### config.mk
export PLATFORM = sky130hd
export DESIGN_NAME = ps2_jk_decoder
export DESIGN_NICKNAME = d
export VERILOG_FILES = /design/src/rtl/ps2_pkg.sv /design/src/rtl/ps2_frame_rx.sv /design/src/rtl/ps2_jk_decoder.sv
export SDC_FILE = /design/constraint.sdc
export NUM_CORES = 1
export LEC_CHECK = 0
export BUFFER_PORTS_ARGS = -buffer_cell sky130_fd_sc_hd__buf_2
export CORE_ASPECT_RATIO = 2
export CORE_MARGIN = 3
export CORE_UTILIZATION = 30
export DETAILED_ROUTE_END_ITERATION = 8
export HOLD_SLACK_MARGIN = 0.06
export PLACE_DENSITY = 0.53
export SKIP_CTS_REPAIR_TIMING = 1
export SYNTH_ARGS = -nofsm -noshare
export SYNTH_HDL_FRONTEND = slang
export SYNTH_SLANG_ARGS = --single-unit
### constraint.sdc
create_clock -name Clk -period 2.1 [get_ports Clk]
set_input_delay 0.42 -clock Clk [delete_from_list [all_inputs] [get_ports Clk]]
set_output_delay 0.42 -clock Clk [all_outputs]
set_load 0.005 [all_outputs]
### src/rtl/ps2_pkg.sv
// Shared definitions for the PS/2 J/K keyboard decoder: scan codes of
// interest, receiver and decoder state encodings, and a parity helper.
package ps2_pkg;

    // Scan codes (set 2) the decoder reacts to.
    localparam logic [7:0] SC_J     = 8'h3B;
    localparam logic [7:0] SC_K     = 8'h42;
    localparam logic [7:0] SC_BREAK = 8'hF0;
    localparam logic [7:0] SC_EXT   = 8'hE0;

    // Number of data bits in one PS/2 frame.
    localparam int DATA_BITS = 8;

    // Frame receiver states: start bit seen in RX_IDLE, then eight data
    // bits, the parity bit and finally the stop bit.
    typedef enum logic [1:0] {
        RX_IDLE   = 2'd0,
        RX_DATA   = 2'd1,
        RX_PARITY = 2'd2,
        RX_STOP   = 2'd3
    } rx_state_t;

    // Scan-code decoder states: plain, after a break prefix, after an
    // extended prefix, and after an extended break prefix.
    typedef enum logic [1:0] {
        D_WAIT      = 2'd0,
        D_BREAK     = 2'd1,
        D_EXT       = 2'd2,
        D_EXT_BREAK = 2'd3
    } dec_state_t;

    // PS/2 uses odd parity: data bits plus parity bit hold an odd number of ones.
    function automatic logic odd_parity_ok(input logic [7:0] data, input logic par);
        return ^{data, par};
    endfunction

endpackage

### src/rtl/ps2_frame_rx.sv
// PS/2 frame receiver: synchronises the raw keyboard clock and data into
// the Clk domain, detects falling edges of the keyboard clock, assembles
// start/data/parity/stop frames and guards each frame with an inter-edge
// timeout.
//
// Output handshake: Byte_Valid is a one-cycle strobe with no backpressure;
// Scan_Code is updated on the same edge Byte_Valid rises and is held until
// the next good frame. Frame_Err is a one-cycle strobe for every discarded
// frame. Neither strobe is ever high for two consecutive cycles.
module ps2_frame_rx
    import ps2_pkg::*;
#(
    parameter int TIMEOUT_CYCLES = 50000
) (
    input  logic       Clk,
    input  logic       Reset,
    input  logic       PS2_CLK,
    input  logic       PS2_DATA,
    output logic [7:0] Scan_Code,
    output logic       Byte_Valid,
    output logic       Frame_Err,
    output rx_state_t  rx_state
);

    // The counter only has to hold 0 .. TIMEOUT_CYCLES-1.
    localparam int TW = (TIMEOUT_CYCLES > 1) ? $clog2(TIMEOUT_CYCLES) : 1;
    localparam logic [TW-1:0] TMO_LAST = TW'(TIMEOUT_CYCLES - 1);

    // Synchronizer stages; clk_s3 is the previous synchronized clock value
    // used for edge detection. All reset to 1 (the idle line level) so a
    // reset never manufactures a falling edge.
    logic clk_s1, clk_s2, clk_s3;
    logic dat_s1, dat_s2;
    logic fall;

    rx_state_t      state, state_n;
    logic [2:0]     bit_cnt, bit_cnt_n;
    logic [7:0]     shift, shift_n;
    logic           par_bit, par_n;
    logic [TW-1:0]  tmo_cnt, tmo_n;
    logic [7:0]     scan_q, scan_n;
    logic           valid_q, valid_n;
    logic           err_q, err_n;

    // Two-flop synchronizers for both PS/2 lines plus the edge-history flop.
    always_ff @(posedge Clk) begin
        if (Reset) begin
            clk_s1 <= 1'b1;
            clk_s2 <= 1'b1;
            clk_s3 <= 1'b1;
            dat_s1 <= 1'b1;
            dat_s2 <= 1'b1;
        end else begin
            clk_s1 <= PS2_CLK;
            clk_s2 <= clk_s1;
            clk_s3 <= clk_s2;
            dat_s1 <= PS2_DATA;
            dat_s2 <= dat_s1;
        end
    end

    // A falling edge is a synchronized 1 followed by a synchronized 0.
    assign fall = clk_s3 & ~clk_s2;

    // Receiver state, shift register, timeout counter and output registers.
    always_ff @(posedge Clk) begin
        if (Reset) begin
            state   <= RX_IDLE;
            bit_cnt <= 3'd0;
            shift   <= 8'h00;
            par_bit <= 1'b0;
            tmo_cnt <= '0;
            scan_q  <= 8'h00;
            valid_q <= 1'b0;
            err_q   <= 1'b0;
        end else begin
            state   <= state_n;
            bit_cnt <= bit_cnt_n;
            shift   <= shift_n;
            par_bit <= par_n;
            tmo_cnt <= tmo_n;
            scan_q  <= scan_n;
            valid_q <= valid_n;
            err_q   <= err_n;
        end
    end

    // Next-state logic: advance only on a falling edge; while inside a frame
    // count idle cycles and abandon the frame when the gap gets too long.
    always_comb begin
        state_n   = state;
        bit_cnt_n = bit_cnt;
        shift_n   = shift;
        par_n     = par_bit;
        tmo_n     = tmo_cnt;
        scan_n    = scan_q;
        valid_n   = 1'b0;
        err_n     = 1'b0;

        if (fall) begin
            tmo_n = '0;
            case (state)
                RX_IDLE: begin
                    // A high start bit is line noise; stay put silently.
                    if (!dat_s2) begin
                        state_n   = RX_DATA;
                        bit_cnt_n = 3'd0;
                    end
                end
                RX_DATA: begin
                    // LSB arrives first, so shift in from the top.
                    shift_n   = {dat_s2, shift[7:1]};
                    bit_cnt_n = bit_cnt + 3'd1;
                    if (bit_cnt == 3'(DATA_BITS - 1)) begin
                        state_n = RX_PARITY;
                    end
                end
                RX_PARITY: begin
                    par_n   = dat_s2;
                    state_n = RX_STOP;
                end
                RX_STOP: begin
                    state_n = RX_IDLE;
                    if (dat_s2 && odd_parity_ok(shift, par_bit)) begin
                        scan_n  = shift;
                        valid_n = 1'b1;
                    end else begin
                        err_n = 1'b1;
                    end
                end
                default: begin
                    state_n = RX_IDLE;
                end
            endcase
        end else if (state != RX_IDLE) begin
            if (tmo_cnt == TMO_LAST) begin
                state_n = RX_IDLE;
                tmo_n   = '0;
                err_n   = 1'b1;
            end else begin
                tmo_n = tmo_cnt + TW'(1);
            end
        end else begin
            tmo_n = '0;
        end
    end

    assign Scan_Code  = scan_q;
    assign Byte_Valid = valid_q;
    assign Frame_Err  = err_q;
    assign rx_state   = state;

endmodule

### src/rtl/ps2_jk_decoder.sv
// PS/2 keyboard decoder that tracks the J and K keys as held levels for the
// fighter-animation FSM. The frame receiver delivers bytes; the decoder FSM
// here interprets make, break (F0) and extended (E0) sequences.
module ps2_jk_decoder
    import ps2_pkg::*;
#(
    parameter int TIMEOUT_CYCLES = 50000
) (
    input  logic       Clk,
    input  logic       Reset,
    input  logic       PS2_CLK,
    input  logic       PS2_DATA,
    output logic       J_Press,
    output logic       K_Press,
    output logic [7:0] Scan_Code,
    output logic       Byte_Valid,
    output logic       Frame_Err,
    output rx_state_t  dbg_rx_state,
    output dec_state_t dbg_dec_state
);

    logic [7:0] rx_byte;
    logic       rx_valid;

    dec_state_t dec, dec_n;
    logic       j_q, j_n;
    logic       k_q, k_n;

    ps2_frame_rx #(
        .TIMEOUT_CYCLES(TIMEOUT_CYCLES)
    ) u_frame_rx (
        .Clk        (Clk),
        .Reset      (Reset),
        .PS2_CLK    (PS2_CLK),
        .PS2_DATA   (PS2_DATA),
        .Scan_Code  (rx_byte),
        .Byte_Valid (rx_valid),
        .Frame_Err  (Frame_Err),
        .rx_state   (dbg_rx_state)
    );

    // Decoder state and the two key levels; levels move one cycle after Byte_Valid.
    always_ff @(posedge Clk) begin
        if (Reset) begin
            dec <= D_WAIT;
            j_q <= 1'b0;
            k_q <= 1'b0;
        end else begin
            dec <= dec_n;
            j_q <= j_n;
            k_q <= k_n;
        end
    end

    // Scan-code interpretation: only good bytes move the FSM, so receiver
    // errors leave any half-seen prefix intact. Repeat makes rewrite a 1 with
    // a 1, which keeps held levels glitch-free.
    always_comb begin
        dec_n = dec;
        j_n   = j_q;
        k_n   = k_q;

        if (rx_valid) begin
            case (dec)
                D_WAIT: begin
                    if (rx_byte == SC_BREAK) begin
                        dec_n = D_BREAK;
                    end else if (rx_byte == SC_EXT) begin
                        dec_n = D_EXT;
                    end else begin
                        if (rx_byte == SC_J) j_n = 1'b1;
                        if (rx_byte == SC_K) k_n = 1'b1;
                    end
                end
                D_BREAK: begin
                    dec_n = D_WAIT;
                    if (rx_byte == SC_J) j_n = 1'b0;
                    if (rx_byte == SC_K) k_n = 1'b0;
                end
                D_EXT: begin
                    // Extended keys share codes with J/K but are different keys.
                    dec_n = (rx_byte == SC_BREAK) ? D_EXT_BREAK : D_WAIT;
                end
                D_EXT_BREAK: begin
                    dec_n = D_WAIT;
                end
                default: begin
                    dec_n = D_WAIT;
                end
            endcase
        end
    end

    assign J_Press       = j_q;
    assign K_Press       = k_q;
    assign Scan_Code     = rx_byte;
    assign Byte_Valid    = rx_valid;
    assign dbg_dec_state = dec;

endmodule

After elaboration in Yosys (flattened, before gate mapping)
Index checks and enable logic that the tools add are counted.

word-level totals
  output and inout port bits = 16
  input port bits = 4
  logic and storage cells = 93
  register bits after elaboration = 49

cells by class
  multiplexer cells = 28
  reductions and logical operators = 20
  eq/ne operators = 22
  $add $sub $neg = 2
  bitwise gates (word level) = 5

operators by type and width
  operator                 number
  $add A16 B1 Y16 const B  1
  $eq A16 B16 Y1 const B   1
  $eq A8 B8 Y1 const B     2
  $mux W2                  8
  $mux W1                  14
  $ne A2 B2 Y1 const B     7
  $reduce_and A6 Y1        2
  $reduce_bool A2 Y1       5
  $ne A3 B3 Y1 const B     3
  $reduce_xor A9 Y1        1
  $eq A2 B2 Y1 const B     4
  $eq A8 B6 Y1 const B     1
  $eq A8 B7 Y1 const B     1
  $pmux W2 S4              1
  $pmux W2 S3              1
  $pmux W3 S2              1
  $reduce_and A2 Y1        3
  $reduce_and A3 Y1        2
  $eq A2 B1 Y1 const B     2
  $logic_not A2 Y1         2
  $not A1 Y1               4
  $pmux W1 S2              2
  $reduce_and A4 Y1        1
  $reduce_or A4 Y1         1
  other kinds (7)          7

Depth between registers and ports, before layout
Gate-level depths: netlist of run 1.

  word-level depth = 5
  mapped depth = 7
  depth with buffers taken out = 6

Hierarchy
A second synthesis of run 1 with hierarchy kept.

second synthesis, totals
  cell total of the unflattened synthesis = 233
  area, all modules = 2,255.9 um2

by module, submodules not included
  module          instances  cells each  area each (um2)  seq. area each (um2)
  ps2_frame_rx    1          207         2,008.2          900.9
  ps2_jk_decoder  1          26          247.7            80.1

Worst setup path after synthesis of run 1
OpenSTA, ideal clock, no wires.

  path kind = register to register
  from = reg u_frame_rx.state[1] (netlist: u_frame_rx.rx_state[1])
  to = reg u_frame_rx.state[1] (netlist: u_frame_rx.rx_state[1])
  arrival time = 1,557 ps
  cell stages (with the launch flop) = 8
  library setup time = 131 ps
  setup slack = 413 ps
  path buffers = 1
  data required time = 1,969 ps
  clock period less this slack = 1,687 ps
  cell sequence = dfxtp_1 > inv_1 > ha_1 > nand3b_1 > clkbuf_1 > o21ai_0 > a32oi_1 > a21oi_1

between the ends
  word-level cells in the longest chain between the ends = 3
  elaborated cells on any way between the ends = 11
  those cells by class = 5 x eq/ne; 2 x mux; 4 x reduce/logical

ends and longest elaborated chain
  element                                                 RTL line             source
  start, declared                                         ps2_frame_rx.sv:36   rx_state_t state, state_n;
  start signal, assigned                                  ps2_frame_rx.sv:77   state <= state_n;
  $eq A2 B1 Y1 (tied with other cells)                    ps2_frame_rx.sv:102  case (state)
  $ne A3 B3 Y1 (no line) (tied with other cells)          n/a
  $reduce_and A4 Y1 (no line) or $mux W2 (tied branches)  n/a

Several ways; a longest one is shown, not always the timed one.
A chain may end at the register's enable or synchronous reset.

Worst setup path in the final report of run 1
  from = reg u_frame_rx.shift[3]
  to = reg u_frame_rx.scan_q[5] (netlist: u_frame_rx.Scan_Code[5])

between the ends
  word-level cells in the longest chain between the ends = 3

ends and longest elaborated chain
  element                      RTL line             source
  start, declared              ps2_frame_rx.sv:38   logic [7:0] shift, shift_n;
  start signal, assigned       ps2_frame_rx.sv:79   shift <= shift_n;
  $reduce_xor A9 Y1            ps2_pkg.sv:34        return ^{data, par};
  $logic_and A1 B1 Y1          ps2_frame_rx.sv:124  if (dat_s2 && odd_parity_ok(shift, par_bit)) begin
  $reduce_and A3 Y1 (no line)  n/a
  end signal, assigned         ps2_frame_rx.sv:82   scan_q <= scan_n;
  end, declared                ps2_frame_rx.sv:41   logic [7:0] scan_q, scan_n;

No other way between the ends.

==> metrics.log, run 1 <==
[metrics] Worst Path Class, Setup: flop to flop
[metrics] number of hold-slack violations in the final timing report: 0
[metrics] actual slew at the worst max-slew pin: ~490 ps
[metrics] nets: between 200 and 300
[metrics] final worst path period need: approximately 1800 ps
[metrics] area occupied by multi-input gates: approximately 1300 um^2
[metrics] top-level I/O count: 20
[metrics] proportion of total power due to net switching: 0.202
[metrics] area of the die: slightly below 9000 um^2
[metrics] Setup TNS: 0 ps
[metrics] Post-Route Utilization: 0.362
[metrics] setup-violating endpoint count in the final report: 0
[metrics] htree depth: 2
[metrics] final routed wirelength across all metal layers: 4.71 mm
[metrics] overall via count from detail_route: 1,716
[metrics] Clock Pin Slew Worst Setup and Hold Paths: approximately 70 ps
[metrics] total power divided by cell area: around 700 nW/um^2
[metrics] Post-Layout Cell Count: between 300 and 400
[metrics] filler instances: about 780
[metrics] half-perimeter wire length after placement: around 3.6 mm
[metrics] clk root buf: clkbuf_16
[metrics] Sink Count: 49
[metrics] fraction of final layout cells sized beyond drive strength 1: 0.147
[metrics] DP Cell Count: between 300 and 400
[metrics] Final Total Pwr: 1.91 mW
[metrics] GPL Wtd Cong: 0.778
[metrics] Worst slew margin: 0.667
[metrics] sequential cell fraction of total power: 0.495
[metrics] DRT iter0 DRCs: 93
[metrics] register cell area after layout: just under 1000 um^2
[metrics] path class of the lowest-slack min-delay path: input port to flop
[metrics] FMAX: 558 MHz
[metrics] Setup crit end kind: flop
[metrics] drt via density: ~4.9
[metrics] number of warning messages in the yosys log: 0
[metrics] wire length of the first global-routing pass: 8.00 mm
[metrics] outcome: completed
[metrics] peak supply drop: between 0.0004 and 0.0005 V
[metrics] via count of the first global-routing pass: 1,690
[metrics] switching power: between 300 and 400 uW
[metrics] number of maximum-capacitance violations: 0
[metrics] setup skew after layout: 6.28 ps
[metrics] final worst path period share: 0.853
[metrics] drt pass-1 iters: 4
[metrics] number of unique standard cell types used by synthesis: 41
[metrics] leakage power total: roughly 1.0 nW
[metrics] mean instance size in the synthesized netlist: 9.70 um^2
[metrics] post-DR wirelength/cell: between 10 and 15 um
[metrics] worst endpoint required time: about 2300 ps
[metrics] Post-Syn Area: 2300 um^2
[metrics] Core Box Area: 7380 um^2
[metrics] deepest clock path buffer count: 2
[metrics] share of the yosys chip area belonging to registers: 0.427
[metrics] nets in the synthesized netlist: 248
[metrics] number of buffers added on ports: 19
[metrics] Gate Count Post-Synth: 237
[metrics] worst-skew pair later-pin latency: 290 ps
[metrics] worst-case register-to-register setup slack: 310 ps
[metrics] ant diodes: 0
[metrics] RSZ-0062 raised after global routing: false
[metrics] total congestion overflow: 0
[metrics] part of the total power dissipated in combinational logic: 0.032
[metrics] die extent in x: just under 70 um
[metrics] largest net degree at the start of global routing: 23
[metrics] Slew Viols, Final: 0
[metrics] height of the chip: roughly 130 um
[metrics] Total GRT Usage: 0.122
[metrics] floorplan row count: 44
[metrics] FF+latch count, synth: 49
[metrics] DRC violation count after routing: 0
[metrics] largest driver fanout on the critical path: 9
[metrics] internal power contribution: roughly 1.5 mW
[metrics] startpoint types: flop
[metrics] Starting Density: 0.312
[metrics] synthesis-to-finish area growth: 16.2%
[metrics] CTS buffer count: 5
[metrics] data arrival time at the worst-slack endpoint: around 2000 ps
[metrics] initial antenna violation count: 0
[metrics] Antenna Nets Post-Route: 0
[metrics] clock tree from TritonCTS: yes
[metrics] clock network power share: 0.473
## per-stage QoR
step / worst slack (ps) / cell area [um^2] / hold WS (ps)
floorplan: 413 / 2300 / 389
global placement: 324 / 2500 / 404
detailed placement: 303 / 2500 / 403
CTS: 288 / 2670 / 309
global route: 167 / 2670 / 314
finish: 309 / 2670 / 317
## sequential cells by signal, summed over array words and instances, names as in the netlist
signal,cells
u_frame_rx.tmo_cnt,16
u_frame_rx.Scan_Code,8
u_frame_rx.shift,8
u_frame_rx.bit_cnt,3
dbg_dec_state,2
u_frame_rx.rx_state,2
J_Press,1
K_Press,1
u_frame_rx.Byte_Valid,1
u_frame_rx.Frame_Err,1
u_frame_rx.clk_s1,1
u_frame_rx.clk_s2,1
u_frame_rx.clk_s3,1
u_frame_rx.dat_s1,1
u_frame_rx.dat_s2,1
u_frame_rx.par_bit,1
## cell type report
class	count	share of cell area
multi-input combinational	175	0.474
tap	92	0.0431
clock buffer	5	0.0468
clock inverter	3	0.0173
timing repair buffer	22	0.0440
inverter	5	0.00703
sequential	49	0.367
## final timing paths
kind	startpoint	to	depth (start not counted)
max	u_frame_rx.shift[3]$_SDFFE_PP0P_	u_frame_rx.Scan_Code[5]$_SDFFE_PP0P_	4
min reg2reg	u_frame_rx.dat_s1$_SDFF_PP1_	u_frame_rx.dat_s2$_SDFF_PP1_	1
min	PS2_DATA	u_frame_rx.dat_s1$_SDFF_PP1_	2
max reg2reg	u_frame_rx.shift[3]$_SDFFE_PP0P_	u_frame_rx.Scan_Code[5]$_SDFFE_PP0P_	4
## critical path, stage by stage, from the launching register on
cell and delay, ps:
dfxtp_1 400, xor2_1 160, xnor3_2 490, mux2i_4 440, mux2i_1 230
## power by group through the flow
stage / logic, mW / clock network [mW] / registers (mW)
2_1_floorplan: 0.0448 / 0 / 0.963
3_3_place_gp: 0.0623 / 0 / 0.965
3_5_place_dp: 0.0621 / 0 / 0.965
4_1_cts: 0.0623 / 0.952 / 0.944
5_1_grt: 0.0701 / 0.976 / 0.945
6_report: 0.0610 / 0.903 / 0.944
## synthesized netlist by cell type, drive strengths merged
| cell | count | share of area |
|---|---|---|
| o31ai | 1 | 0.0033 |
| xnor3 | 2 | 0.020 |
| or2b | 13 | 0.042 |
| inv | 5 | 0.0082 |
| nand4bb | 2 | 0.0098 |
| nand3 | 8 | 0.017 |
| and2 | 2 | 0.0054 |
| and3 | 6 | 0.016 |
| or3 | 2 | 0.0054 |
| nand2b | 8 | 0.022 |
| and4 | 1 | 0.0038 |
| nand2 | 8 | 0.013 |
| a22oi | 1 | 0.0033 |
| nand4 | 8 | 0.022 |
| or4 | 2 | 0.0065 |
| nand3b | 2 | 0.0065 |
| mux2i | 24 | 0.11 |
| o211ai | 2 | 0.0065 |
| ha | 7 | 0.038 |
| xnor2 | 7 | 0.027 |
| nor4b | 2 | 0.0076 |
| a31oi | 1 | 0.0027 |
| nor2b | 3 | 0.0082 |
| nor4 | 1 | 0.0027 |
| nor3 | 3 | 0.0065 |
| a32oi | 1 | 0.0038 |
| xor3 | 1 | 0.010 |
| o21ai | 5 | 0.011 |
| dfxtp | 49 | 0.43 |
| xor2 | 7 | 0.027 |
| nand4b | 1 | 0.0038 |
| and4b | 1 | 0.0044 |
| clkbuf | 7 | 0.011 |
| or2 | 6 | 0.016 |
| nor2 | 27 | 0.044 |
| nor3b | 1 | 0.0033 |
| nor4bb | 1 | 0.0044 |
| buf | 1 | 0.0022 |
| a21oi | 8 | 0.017 |
## per-layer routing
| layer | global-route usage | routed length (um) |
|---|---|---|
| met1 | 0.113 | 1710 |
| met2 | 0.234 | 2690 |
| met3 | 0.0293 | 179 |
| met4 | 0.0598 | 135 |
| met5 | 0 | 0 |
## cells by family after synthesis
family	synth area share
buffers and inverters	0.0218
DFF	0.427
adders and majority gates	0.0381
and+or+nand+nor	0.272
xor gates and xnor gates	0.0838
muxes	0.110
AOI/OAI and AO/OA	0.0479
## layout by cell type (no fill, tap or decap), types with 3 or more instances in the layout
master,Yosys,layout
nand4_1,8,8
or2_2,6,6
nand2b_1,8,8
nand3_1,8,8
a21oi_1,8,8
buf_4,0,3
o21ai_0,5,5
nor3_1,3,3
ha_1,7,7
inv_1,5,5
xnor2_1,7,7
nor2b_1,3,3
mux2i_1,23,23
xor2_1,7,7
clkbuf_16,0,5
nand2_1,8,8
or2b_1,13,13
buf_2,1,19
and3_1,6,6
dfxtp_1,49,49
nor2_1,27,27
Power figures use the tool's default switching activity.
==> inputs of run 2 (changes only) <==
clock period = 2.29 ns   (was 2.1 ns; I/O delays follow)
==> metrics.log, run 2 (synthesis gave the netlist of run 1 again) <==
[metrics] outcome: completed
[metrics] startpoint types: flop
[metrics] initial antenna violation count: 0 (unchanged)
[metrics] wire length of the first global-routing pass: 7.59 mm (-5.2%)
[metrics] post-DR wirelength/cell: 13.7 um (+2.2%)
[metrics] DP Cell Count: 342 (-0.29%)
[metrics] Starting Density: 0.312 (unchanged)
[metrics] height of the chip: 130 um (unchanged)
[metrics] fraction of final layout cells sized beyond drive strength 1: 0.143 (-0.00331)
[metrics] via count of the first global-routing pass: 1,583 (-6.3%)
[metrics] clock tree from TritonCTS: yes
[metrics] met2 demand-to-capacity share in global routing: 0.222 (-0.0121)
[metrics] drt pass-1 iters: 4 (unchanged)
[metrics] post-layout worst setup margin: 495 ps (+187 ps)
[metrics] data arrival time at the worst-slack endpoint: 2020 ps (about the same)
[metrics] Setup crit end kind: flop
[metrics] dominant delay contributor by cell family on the critical path: multiplexers
[metrics] drt via density: 4.87 (-0.42%)
[metrics] number of buffers added on ports: 19 (unchanged)
[metrics] synthesis-to-finish area growth: 16.9%
[metrics] Largest Register: u_frame_rx.tmo_cnt
[metrics] largest net degree at the start of global routing: 26 (+13%)
[metrics] actual slew at the worst max-slew pin: 535 ps (+41.4 ps)
[metrics] number of maximum-capacitance violations: 0 (unchanged)
[metrics] GPL Wtd Cong: 0.790 (+1.6%)
[metrics] Antenna Nets Post-Route: 0 (unchanged)
[metrics] setup skew after layout: 5.49 ps (-0.796 ps)
[metrics] die extent in x: 67.9 um (unchanged)
[metrics] ordered cell list for the critical path: xor2_1 -> xnor3_2 -> mux2i_4 -> mux2i_1
[metrics] top-level I/O count: 20 (unchanged)
[metrics] RSZ-0062 raised after global routing: false
[metrics] largest driver fanout on the critical path: 9 (unchanged)
[metrics] half-perimeter wire length after placement: 3.60 mm (-0.11%)
[metrics] clk root buf: clkbuf_16
[metrics] gr busiest metal: met2
[metrics] final routed wirelength across all metal layers: 4.80 mm (+1.9%)
[metrics] total congestion overflow: 0 (unchanged)
[metrics] Slowest cell on crit path: xnor3_2
[metrics] peak supply drop: 0.000428 V (+0.67%)
[metrics] FMAX: 557 MHz (-0.18%)
[metrics] final worst path period share: 0.784 (-0.0693)
[metrics] worst-skew pair later-pin latency: 290 ps (about the same)
[metrics] Sink Count: 49 (unchanged)
[metrics] Setup TNS: 0 ps (unchanged)
[metrics] number of buffers and inverters on the critical path: 0 (unchanged)
[metrics] floorplan row count: 44 (unchanged)
[metrics] DRT iter0 DRCs: 72 (-23%)
[metrics] final worst path period need: 1790 ps (+3.29 ps)
[metrics] overall via count from detail_route: 1,704 (-0.70%)
[metrics] met1 GRT Util: 0.110 (-0.00280)
[metrics] Worst Path Class, Setup: flop to flop
[metrics] deepest clock path buffer count: 2 (unchanged)
[metrics] Slew Viols, Final: 0 (unchanged)
[metrics] number of hold-slack violations in the final timing report: 0 (unchanged)
[metrics] most frequent standard cell in the layout excluding fill and tap cells: dfxtp_1
[metrics] Worst slew margin: 0.643 (-0.0238)
[metrics] ant diodes: 0 (unchanged)
[metrics] max FFs per register: 16 (unchanged)
[metrics] Post-Route Utilization: 0.364 (+0.00204)
[metrics] delay contributed by the slowest stage of the critical path: 500 ps (about the same)
[metrics] most frequent cells in the layout: dfxtp_1 (49), nor2_1 (27), mux2i_1 (23), buf_2 (19), or2b_1 (13)
[metrics] Clock Pin Slew Worst Setup and Hold Paths: 70 ps (about the same)
[metrics] nets: 268 (-0.37%)
[metrics] total power divided by cell area: 702 nW/um^2 (-1.7%)
[metrics] CTS buffer count: 5 (unchanged)
[metrics] DRC violation count after routing: 0 (unchanged)
[metrics] setup slack at placement: 488 ps (+184 ps)
[metrics] htree depth: 2 (unchanged)
[metrics] Total GRT Usage: 0.117 (-0.00419)
[metrics] setup-violating endpoint count in the final report: 0 (unchanged)
[metrics] area of the die: 8810 um^2 (unchanged)
[metrics] worst endpoint required time: 2510 ps (+190 ps)
[metrics] leakage power total: 1.05 nW (+0.85%)
[metrics] met3 track demand over resource: 0.0267 (-0.00258)
[metrics] Core Box Area: 7380 um^2 (unchanged)
[metrics] path class of the lowest-slack min-delay path: input port to flop
[metrics] Post-Layout Cell Count: 350 (-0.28%)
run 2: changes by cell type in the layout (fill, tap and decap cells not counted), sizes merged:
cell and delta:
clkinv -1, buf -1, bufinv +1, inv +1, clkinvlp -1
run 2: per-layer routing:
metal	up-vias	wire, um
li1	862	-
met1	795	1820
met2	41	2680
met3	6	191
met4	0	114
met5	-	0
run 2: report_power, final:
| group | total, mW | switching [mW] | internal, mW | leakage, nW |
|---|---|---|---|---|
| Combinational | 0.0563 | 0.0352 | 0.0211 | 0.565 |
| Clock | 0.964 | 0.334 | 0.630 | 0.0944 |
| Sequential | 0.866 | 0.00713 | 0.859 | 0.396 |
run 2: final timing paths:
check,from,end,slack (ps),cells after the start
max,u_frame_rx.shift[4]$_SDFFE_PP0P_,u_frame_rx.Scan_Code[5]$_SDFFE_PP0P_,500,4
min,PS2_DATA,u_frame_rx.dat_s1$_SDFF_PP1_,340,2
max reg2reg,u_frame_rx.shift[4]$_SDFFE_PP0P_,u_frame_rx.Scan_Code[5]$_SDFFE_PP0P_,500,4
min reg2reg,u_frame_rx.dat_s1$_SDFF_PP1_,u_frame_rx.dat_s2$_SDFF_PP1_,410,1
run 2: through the flow:
step                hold slack [ps]  area (um^2)  power (mW)
finish                          345         2690        1.89
global placement                404         2490       0.942
CTS                             338         2690        1.91
detailed placement              394         2490       0.943
floorplan                       389         2300       0.924
global route                    359         2690        1.95
run 2: area by class of cell:
type                            count  area (um^2)
Tap cell                           92          115
Timing Repair Buffer               21          110
Clock buffer                        5          125
Fill cell                         770         4690
Clock inverter                      3         68.8
Multi-Input combinational cell    175         1270
Inverter                            5         18.8
Sequential cell                    49          981
==> inputs of run 3 (changes only) <==
PLACE_DENSITY = 0.54   (was 0.53)
clock period = 1.6 ns   (was 2.29 ns; I/O delays follow)
==> metrics.log, run 3 (synthesis gave the netlist of run 1 again) <==
[metrics] Post-Layout Cell Count: 377 (+7.7%)
[metrics] htree depth: 2 (unchanged)
[metrics] peak supply drop: 0.000671 V (+57%)
[metrics] path class of the lowest-slack min-delay path: input port to flop
[metrics] worst-case register-to-register setup slack: 50 ps (-450 ps)
[metrics] largest net degree at the start of global routing: 34 (+31%)
[metrics] switching power: 505 uW (+34%)
[metrics] Antenna Nets Post-Route: 0 (unchanged)
[metrics] sequential cell fraction of total power: 0.484 (+0.025)
[metrics] Final Total Pwr: 2.56 mW (+36%)
[metrics] initial antenna violation count: 0 (unchanged)
[metrics] Post-Place Cell Area: 2700 um^2 (+8.3%)
[metrics] DP Cell Count: 368 (+7.6%)
[metrics] nets: 295 (+10%)
[metrics] Reg-to-Reg Start: u_frame_rx.shift[3]$_SDFFE_PP0P_
[metrics] Slowest cell on crit path: xnor3_2
[metrics] part of the total power dissipated in combinational logic: 0.038 (+0.008)
[metrics] number of hold-slack violations in the final timing report: 0 (unchanged)
[metrics] Worst Path Class, Setup: flop to flop
[metrics] origin of the worst setup path: u_frame_rx.shift[3]$_SDFFE_PP0P_
[metrics] final routed wirelength across all metal layers: 4.87 mm (+1.4%)
[metrics] actual slew at the worst max-slew pin: 352 ps (-183 ps)
[metrics] max FFs per register: 16 (unchanged)
[metrics] floorplan row count: 44 (unchanged)
[metrics] height of the chip: 130 um (unchanged)
[metrics] number of maximum-capacitance violations: 0 (unchanged)
[metrics] RSZ-0062 raised after global routing: true
[metrics] ordered cell list for the critical path: xor2_1 -> xnor3_2 -> mux2i_4 -> buf_12 -> mux2i_1
[metrics] post-route standard cell area excluding fillers: 2910 um^2 (+8.2%)
[metrics] internal power contribution: 2.05 mW (+36%)
[metrics] delay contributed by the slowest stage of the critical path: 430 ps (-70 ps)
[metrics] worst-skew pair later-pin latency: 290 ps (about the same)
[metrics] clk root buf: clkbuf_16
[metrics] post-DR wirelength/cell: 12.9 um (-5.8%)
[metrics] half-perimeter wire length after placement: 3.82 mm (+6.1%)
[metrics] most frequent cells in the layout: dfxtp_1 (45), nor2_1 (27), buf_4 (27), mux2i_1 (23), buf_2 (19)
[metrics] worst reg2reg path depth: 5 (+1)
[metrics] setup skew after layout: 2.36 ps (-3.13 ps)
[metrics] die extent in x: 67.9 um (unchanged)
[metrics] drt via density: 4.74 (-2.7%)
[metrics] GPL Wtd Cong: 0.758 (-4.0%)
[metrics] Core Box Area: 7380 um^2 (unchanged)
[metrics] Setup crit end kind: flop
[metrics] worst endpoint required time: 1820 ps (-690 ps)
[metrics] final-layout worst hold slack: 212 ps (-133 ps)
[metrics] synthesis-to-finish area growth: 26.5%
[metrics] total congestion overflow: 0 (unchanged)
[metrics] clock network power share: 0.478 (-0.033)
[metrics] total power divided by cell area: 880 nW/um^2 (+25%)
[metrics] most frequent standard cell in the layout excluding fill and tap cells: dfxtp_1
[metrics] startpoint types: flop
[metrics] drt pass-1 iters: 4 (unchanged)
[metrics] final worst path period need: 1550 ps (-240 ps)
[metrics] largest driver fanout on the critical path: 9 (unchanged)
[metrics] fraction of final layout cells sized beyond drive strength 1: 0.242 (+0.0987)
[metrics] outcome: completed
[metrics] dominant delay contributor by cell family on the critical path: XOR/XNOR gates
[metrics] worst setup path endpoint: u_frame_rx.Scan_Code[0]$_SDFFE_PP0P_
[metrics] top routing layer in use: met4
[metrics] Starting Density: 0.312 (unchanged)
[metrics] Largest Register: u_frame_rx.tmo_cnt
[metrics] leakage power total: 1.19 nW (+12%)
[metrics] depth of the critical timing path with buffers and inverters included: 5 (+1)
[metrics] number of buffers added on ports: 19 (unchanged)
[metrics] overall via count from detail_route: 1,786 (+4.8%)
[metrics] Sink Count: 49 (unchanged)
[metrics] wire length of the first global-routing pass: 8.12 mm (+7.0%)
[metrics] ant diodes: 0 (unchanged)
[metrics] area of the die: 8810 um^2 (unchanged)
[metrics] DRT iter0 DRCs: 51 (-29%)
[metrics] FMAX: 643 MHz (+15%)
[metrics] wire length on met2: 2.80 mm (+4.8%)
[metrics] total routed wire length on the met1 layer: 1.78 mm (-2.4%)
[metrics] data arrival time at the worst-slack endpoint: 1770 ps (-250 ps)
[metrics] CTS buffer count: 5 (unchanged)
[metrics] r2r endpoint: u_frame_rx.Scan_Code[0]$_SDFFE_PP0P_
[metrics] Clock Pin Slew Worst Setup and Hold Paths: 60 ps (about the same)
[metrics] Total GRT Usage: 0.124 (+0.00637)
[metrics] proportion of total power due to net switching: 0.197 (-0.00237)
[metrics] met3 WL post-DR: 163 um (-15%)
[metrics] final worst path period share: 0.971 (+0.188)
[metrics] Worst slew margin: 0.762 (+0.120)
[metrics] Slew Viols, Final: 0 (unchanged)
[metrics] DRC violation count after routing: 0 (unchanged)
[metrics] setup-violating endpoint count in the final report: 0 (unchanged)
[metrics] via count of the first global-routing pass: 1,738 (+9.8%)
[metrics] top-level I/O count: 20 (unchanged)
[metrics] clock tree from TritonCTS: yes
[metrics] deepest clock path buffer count: 2 (unchanged)
[metrics] Setup TNS: 0 ps (unchanged)
[metrics] number of buffers and inverters on the critical path: 1 (+1)
==> run 3: worst min-delay path by stage <==
stage	startpoint	end	depth (start not counted)
floorplan	u_frame_rx.clk_s1$_SDFF_PP1_	u_frame_rx.clk_s2$_SDFF_PP1_	1
global placement	u_frame_rx.dat_s1$_SDFF_PP1_	u_frame_rx.dat_s2$_SDFF_PP1_	1
global route	PS2_DATA	u_frame_rx.dat_s1$_SDFF_PP1_	2
detailed placement	u_frame_rx.clk_s1$_SDFF_PP1_	u_frame_rx.clk_s2$_SDFF_PP1_	1
CTS	PS2_DATA	u_frame_rx.dat_s1$_SDFF_PP1_	2
finish	PS2_DATA	u_frame_rx.dat_s1$_SDFF_PP1_	2
==> run 3: power by group through the flow <==
stage	Sequential, mW	Clock, mW	Combinational (mW)
after floorplan	1.26	0	0.0588
after global placement	1.26	0	0.0976
after detailed placement	1.26	0	0.0986
after CTS	1.24	1.26	0.0992
after global routing	1.24	1.29	0.112
final	1.24	1.22	0.0976
==> run 3: cell type report <==
class | instances | area (um^2)
clock buffers | 7 | 143
well taps | 92 | 115
multi-input cells | 175 | 1290
fillers | 781 | 4470
repair buffers | 48 | 329
clock inverters | 1 | 30.0
flip-flops and latches | 49 | 986
inverters | 5 | 18.8
==> run 3: metal layers <==
metal	track usage	vias to the layer above
met5	0	-
met2	0.235	24
met4	0.0633	0
met1	0.120	834
li1	-	919
met3	0.0241	9
==> run 3: per-stage QoR <==
step / utilization / worst slack [ps]
2_1_floorplan: - / 5.87
3_3_place_gp: 0.366 / 33.7
3_5_place_dp: 0.366 / 10.7
4_1_cts: 0.389 / -8.75
5_1_grt: 0.394 / -42.3
6_report: 0.394 / 46.0
